===== config.mk =====
export PLATFORM = sky130hd
export DESIGN_NAME = format_unpacker
export DESIGN_NICKNAME = d
export VERILOG_FILES = /design/src/rtl/format_unpacker.sv
export SDC_FILE = /design/constraint.sdc
export NUM_CORES = 1
export LEC_CHECK = 0
export ABC_CLOCK_PERIOD_IN_PS = 2100
export CAP_MARGIN = 20
export CORE_MARGIN = 5
export CORE_UTILIZATION = 62
export DETAILED_ROUTE_END_ITERATION = 6
export DONT_BUFFER_PORTS = 1
export GPL_ROUTABILITY_DRIVEN = 0
export PLACE_DENSITY = 0.78
export RECOVER_POWER = 25
export SLEW_MARGIN = 20
export SYNTH_ARGS = -nofsm -noshare
export SYNTH_HDL_FRONTEND = slang
export SYNTH_SLANG_ARGS = --single-unit

===== constraint.sdc =====
create_clock -name clk -period 2.1 [get_ports clk]
set_input_delay 0.21 -clock clk [delete_from_list [all_inputs] [get_ports clk]]
set_output_delay 0.21 -clock clk [all_outputs]
set_load 0.02 [all_outputs]

===== src/rtl/format_unpacker.sv =====
// Splits packed 32-bit NV12 / P010 words into MSB-aligned 10-bit Y and UV sample streams.
// Optional sticky P010 padding check is compiled in with FORMAT_UNPACKER_ERRCHK_EN.
module format_unpacker #(
    parameter int DATA_W = 32
) (
    input  logic              clk,
    input  logic              rstn,
    input  logic              in_valid,
    input  logic [DATA_W-1:0] in_data,
    output logic              in_ready,
    input  logic              mode_10bit,
    output logic              y_valid,
    output logic [9:0]        y_data,
    input  logic              y_ready,
    output logic              uv_valid,
    output logic [9:0]        uv_data,
    output logic              uv_is_v,
    input  logic              uv_ready,
    output logic              fmt_err
);

    if (DATA_W != 32) begin : g_bad_width
        $error("format_unpacker: DATA_W must be 32");
    end

    typedef enum logic {
        EMPTY,
        BUSY
    } state_t;

    state_t            state_q, state_d;
    logic [DATA_W-1:0] word_q;
    logic              mode_q;
    logic              y_idx_q, uv_idx_q;
    logic              y_done_q, uv_done_q;
    logic              phase_q;

    logic y_hs, uv_hs, y_last, uv_last, y_fin, uv_fin, retire, accept;

    always_ff @(posedge clk or negedge rstn) begin
        if (!rstn) begin
            state_q <= EMPTY;
        end else begin
            // NOTE: sequential state is assigned with <= so every register samples pre-edge values.
            state_q <= state_d;
        end
    end

    // NOTE: every output of this block gets a default first, so no latches are inferred.
    always_comb begin
        state_d  = state_q;
        y_valid  = (state_q == BUSY) && !y_done_q;
        uv_valid = (state_q == BUSY) && !uv_done_q;
        y_hs     = y_valid && y_ready;
        uv_hs    = uv_valid && uv_ready;
        y_last   = mode_q || y_idx_q;
        uv_last  = mode_q || uv_idx_q;
        y_fin    = y_done_q || (y_hs && y_last);
        uv_fin   = uv_done_q || (uv_hs && uv_last);
        retire   = (state_q == BUSY) && y_fin && uv_fin;
        in_ready = (state_q == EMPTY) || retire;
        accept   = in_valid && in_ready;
        if (accept) begin
            state_d = BUSY;
        end else if (retire) begin
            state_d = EMPTY;
        end
    end

    // Word/progress registers; a fresh accept always wins over draining the retiring word.
    always_ff @(posedge clk or negedge rstn) begin
        if (!rstn) begin
            word_q    <= '0;
            mode_q    <= 1'b0;
            y_idx_q   <= 1'b0;
            uv_idx_q  <= 1'b0;
            y_done_q  <= 1'b0;
            uv_done_q <= 1'b0;
        end else if (accept) begin
            word_q    <= in_data;
            mode_q    <= mode_10bit;
            y_idx_q   <= 1'b0;
            uv_idx_q  <= 1'b0;
            y_done_q  <= 1'b0;
            uv_done_q <= 1'b0;
        end else begin
            if (y_hs) begin
                if (y_last) y_done_q <= 1'b1;
                else        y_idx_q  <= 1'b1;
            end
            if (uv_hs) begin
                if (uv_last) uv_done_q <= 1'b1;
                else         uv_idx_q  <= 1'b1;
            end
        end
    end

    // Chroma phase persists across P010 words and is parked at U after each NV12 word.
    always_ff @(posedge clk or negedge rstn) begin
        if (!rstn) begin
            phase_q <= 1'b0;
        end else if (uv_hs && mode_q) begin
            phase_q <= ~phase_q;
        end else if (retire && !mode_q) begin
            phase_q <= 1'b0;
        end
    end

    always_comb begin
        y_data  = '0;
        uv_data = '0;
        uv_is_v = 1'b0;
        if (y_valid) begin
            if (mode_q)       y_data = word_q[15:6];
            else if (y_idx_q) y_data = {word_q[15:8], 2'b00};
            else              y_data = {word_q[7:0], 2'b00};
        end
        if (uv_valid) begin
            if (mode_q) begin
                uv_data = word_q[31:22];
                uv_is_v = phase_q;
            end else begin
                uv_data = uv_idx_q ? {word_q[31:24], 2'b00} : {word_q[23:16], 2'b00};
                uv_is_v = uv_idx_q;
            end
        end
    end

`ifdef FORMAT_UNPACKER_ERRCHK_EN
    logic fmt_err_q;

    always_ff @(posedge clk or negedge rstn) begin
        if (!rstn) begin
            fmt_err_q <= 1'b0;
        end else if (accept && mode_10bit && ((|in_data[5:0]) || (|in_data[21:16]))) begin
            fmt_err_q <= 1'b1;
        end
    end

    assign fmt_err = fmt_err_q;
`else
    assign fmt_err = 1'b0;
`endif

endmodule


==> summary.txt <==
CTS
  – Max clock buf depth: 2
  – Clock sink count: 39
  – Post-CTS Setup Bufs: 0
  – CTS tree: yes
  – Clk slew on worst S/H paths: between 0.1 and 0.15 ns
  – TritonCTS Buffers: 5
  – Clk root buf: clkbuf_4
  – Later-pin clock latency in the skew report: 0.34 ns
  – Clock H-tree levels: 2

Power and ir drop
  – PD cells: approximately 1800 nW/um^2
  – Sw Pwr: about 1800 uW
  – Max VDD drop: between 0.9 and 1 mV
  – Leak pwr: 0.00105 uW
  – Clock power frac: under 10%
  – Sw Ratio: around 45%
  – Overall Power: between 4000 and 5000 uW
  – Flop pwr share: about a third
  – Combinational power share: between 50% and 60%
  – Pint: roughly 2200 uW

Run status
  – Status: finished clean

Placed design
  – IO buf count: 0
  – DP Wirelength: between 2000 and 3000 um
  – Pre-CTS WS: approximately 0.32 ns
  – Post-DP Area: 1970 um^2

Logic synthesis
  – Post-Syn Area per Cell: about 12 um^2
  – Yosys warns: 0
  – Post-Syn Instances: between 150 and 200
  – Prevailing post-synth register cell: dfrtp_1
  – Synth Cell Area: between 1500 and 2000 um^2
  – Async SR Flop Fraction: between 90% and 100%
  – Post-synth EDFFs: 0
  – Seq/Total Area, Yosys: approximately 50%
  – #FFs+latches synth: 39
  – Syn Nets: around 210
  – Synth unique cells: 33

Cells and area
  – Nets@finish: 240
  – Filler instances: 210
  – Layout cells sized above 1: 29.6%
  – Area Overhead vs Synth: 20.1%
  – Antenna cells: 0
  – Fin area: 2310 um^2
  – Layout Utilization: 76.8%

Timing
  – Max frequency: around 500 MHz
  – Fin. max-slew vios: 0
  – Setup-failing EPs final: 0
  – Measured slew at the worst slew-check pin: 0.929 ns
  – Period utilisation layout: a little over nine tenths
  – Worst setup margin: between 0.1 and 0.15 ns
  – Clock Skew: just under 0.006 ns
  – Endpoints failing hold: 0
  – Final min period: between 1.5 and 2 ns
  – Unrepaired setup endpoints after global routing: no
  – Rel. slew slack: a little under two fifths
  – Setup tns final: 0 ns

Critical path
  – Startpoint Class: flop
  – Crit path kind: reg2out
  – Critical path peak fanout: 14
  – Worst setup path start: uv_done_q
  – Worst EP arrival: 1.77 ns
  – Critical Path End Type: output port
  – CP required: ~1.9 ns
  – Reg2reg start: mode_q

Die
  – Std-Cell Core Area: 3000 um^2
  – Ports: between 60 and 70
  – Die area: 4310 um^2
  – Initial core utilization: 64.0%
  – # rows: 20
  – Die Width: ~66 um
  – DIE HEIGHT: between 60 and 70 um

Global route
  – First-pass GRT wire length: 6530 um
  – GRT overflow: 0
  – Vias in the first global route: ~1400
  – Initial antenna violation count: 0
  – Largest net degree at the start of global routing: 40
  – GRT Total Usage: between 15 and 20%

Route
  – DRC: 0
  – Vias per cell: 6.04
  – Routed len/inst: 20.0 um
  – Routed via count: about 1400
  – Detailed Route WL: around 4700 um
  – DR iter-0 viols: 38
  – Post-route ant nets: 0
  – DR pass1 iterations: 4

Worst hold path
  – Min-delay src: in_data[2]
  – HP Class: in2reg

Run
  – Maxcap violations: 0
==> Yosys cell counts (2+ instances only) <==
cell	instances	area, um^2
clkbuf_1	5	18.8
nand2_1	32	120
dfrtp_1	39	976
nand2b_2	2	17.5
mux2_4	10	150
mux2_2	22	248
a21oi_1	19	95.1
inv_1	2	7.51
o221ai_1	2	17.5
buf_6	2	22.5
nor2b_1	2	12.5
o22ai_1	2	12.5
and3_1	4	25.0
nor2_1	2	7.51
a32o_1	3	30.0
or2_2	2	12.5
==> power by group through the flow <==
stage | Sequential (uW) | Combinational [uW] | Clock, uW
4_1_cts | 1400 | 2160 | 373
6_report | 1430 | 2260 | 361
2_1_floorplan | 1310 | 1740 | 0
3_5_place_dp | 1420 | 2130 | 0
3_3_place_gp | 1390 | 2070 | 0
5_1_grt | 1470 | 2430 | 411
==> layer usage <==
| metal | vias to the layer above | wire, um | part of all wire (%) | global-route usage [%] |
|---|---|---|---|---|
| met4 | 0 | 49 | 1.0 | 5.70 |
| met3 | 7 | 307 | 6.5 | 7.86 |
| li1 | 656 | - | - | - |
| met5 | - | 0 | 0 | 0 |
| met2 | 50 | 2640 | 56 | 34.3 |
| met1 | 713 | 1720 | 36 | 22.7 |
==> cells in the final DEF, fill, tap and decap left out, drive strengths merged <==
| master | netlist | final |
|---|---|---|
| inv | 2 | 2 |
| conb | 1 | 1 |
| dfrtp | 39 | 39 |
| o21ai | 1 | 1 |
| o22ai | 2 | 2 |
| nor2 | 2 | 2 |
| xor2 | 1 | 1 |
| nand4b | 1 | 1 |
| and2 | 1 | 1 |
| nor3 | 1 | 1 |
| clkbuf | 5 | 8 |
| o221ai | 3 | 3 |
| or2 | 2 | 2 |
| a32o | 3 | 3 |
| nor2b | 2 | 2 |
| a21oi | 19 | 19 |
| nand2 | 32 | 32 |
| buf | 5 | 10 |
| a21bo | 1 | 1 |
| nor3b | 1 | 1 |
| clkinv | 0 | 1 |
| dlygate4sd3 | 0 | 27 |
| o22a | 1 | 1 |
| nand2b | 3 | 3 |
| o21a | 2 | 2 |
| and3 | 4 | 4 |
| a21o | 1 | 1 |
| mux2 | 32 | 32 |
==> timing repair <==
item	4_1_cts	5_1_grt
endpoints found under the setup margin	0	5
resized for setup	0	4
hold buffers	4	24
endpoints found under the hold margin	42	24
==> worst paths after layout <==
check / end / slack, ns / cells past startpoint
worst min register to register: word_q[31] / 0.52 / 1
max in group asynchronous: word_q[17] / 0.99 / 2
min in group asynchronous: word_q[13] / 0.54 / 2
worst max-delay path: uv_data[0] / 0.12 / 4
worst min-delay path: word_q[2] / 0.02 / 1
worst max register to register: word_q[30] / 0.27 / 4
==> final cells by class <==
cell class	count	area [um^2]	area share, %
Sequential cell	39	976	42.3
Multi-Input combinational cell	116	882	38.2
Timing Repair Buffer	38	350	15.2
Clock buffer	7	45.0	1.95
Tap cell	33	41.3	1.79
Inverter	2	7.51	0.325
Clock inverter	1	5.00	0.217
==> flip-flops by register name, indices dropped and copies added, names as in the netlist <==
| signal | flops |
|---|---|
| y_idx_q | 1 |
| mode_q | 1 |
| uv_idx_q | 1 |
| phase_q | 1 |
| uv_done_q | 1 |
| y_done_q | 1 |
| word_q | 32 |
| state_q | 1 |
==> cell families after synthesis <==
group	after synthesis	synth area share, %
other	1	0.195
AOI/OAI and AO/OA	33	11.9
xor gates and xnor gates	1	0.456
and+or+nand+nor	49	11.9
muxes	32	20.7
buffers and inverters	12	3.97
DFF	39	50.8
==> per-stage QoR <==
step	hold slack, ns	instances
6_report	0.0171	236
5_1_grt	-0.00287	236
4_1_cts	0.000700	212
3_5_place_dp	-0.0844	200
3_3_place_gp	-0.0846	200
2_1_floorplan	-0.0856	167
==> worst max-delay path, cell delays in order, from the launching register on <==
cell and delay (ns):
dfrtp_1 0.45, nand2b_2 0.23, buf_4 0.20, inv_1 0.22, and3_1 0.33
Power figures use the tool's default switching activity.
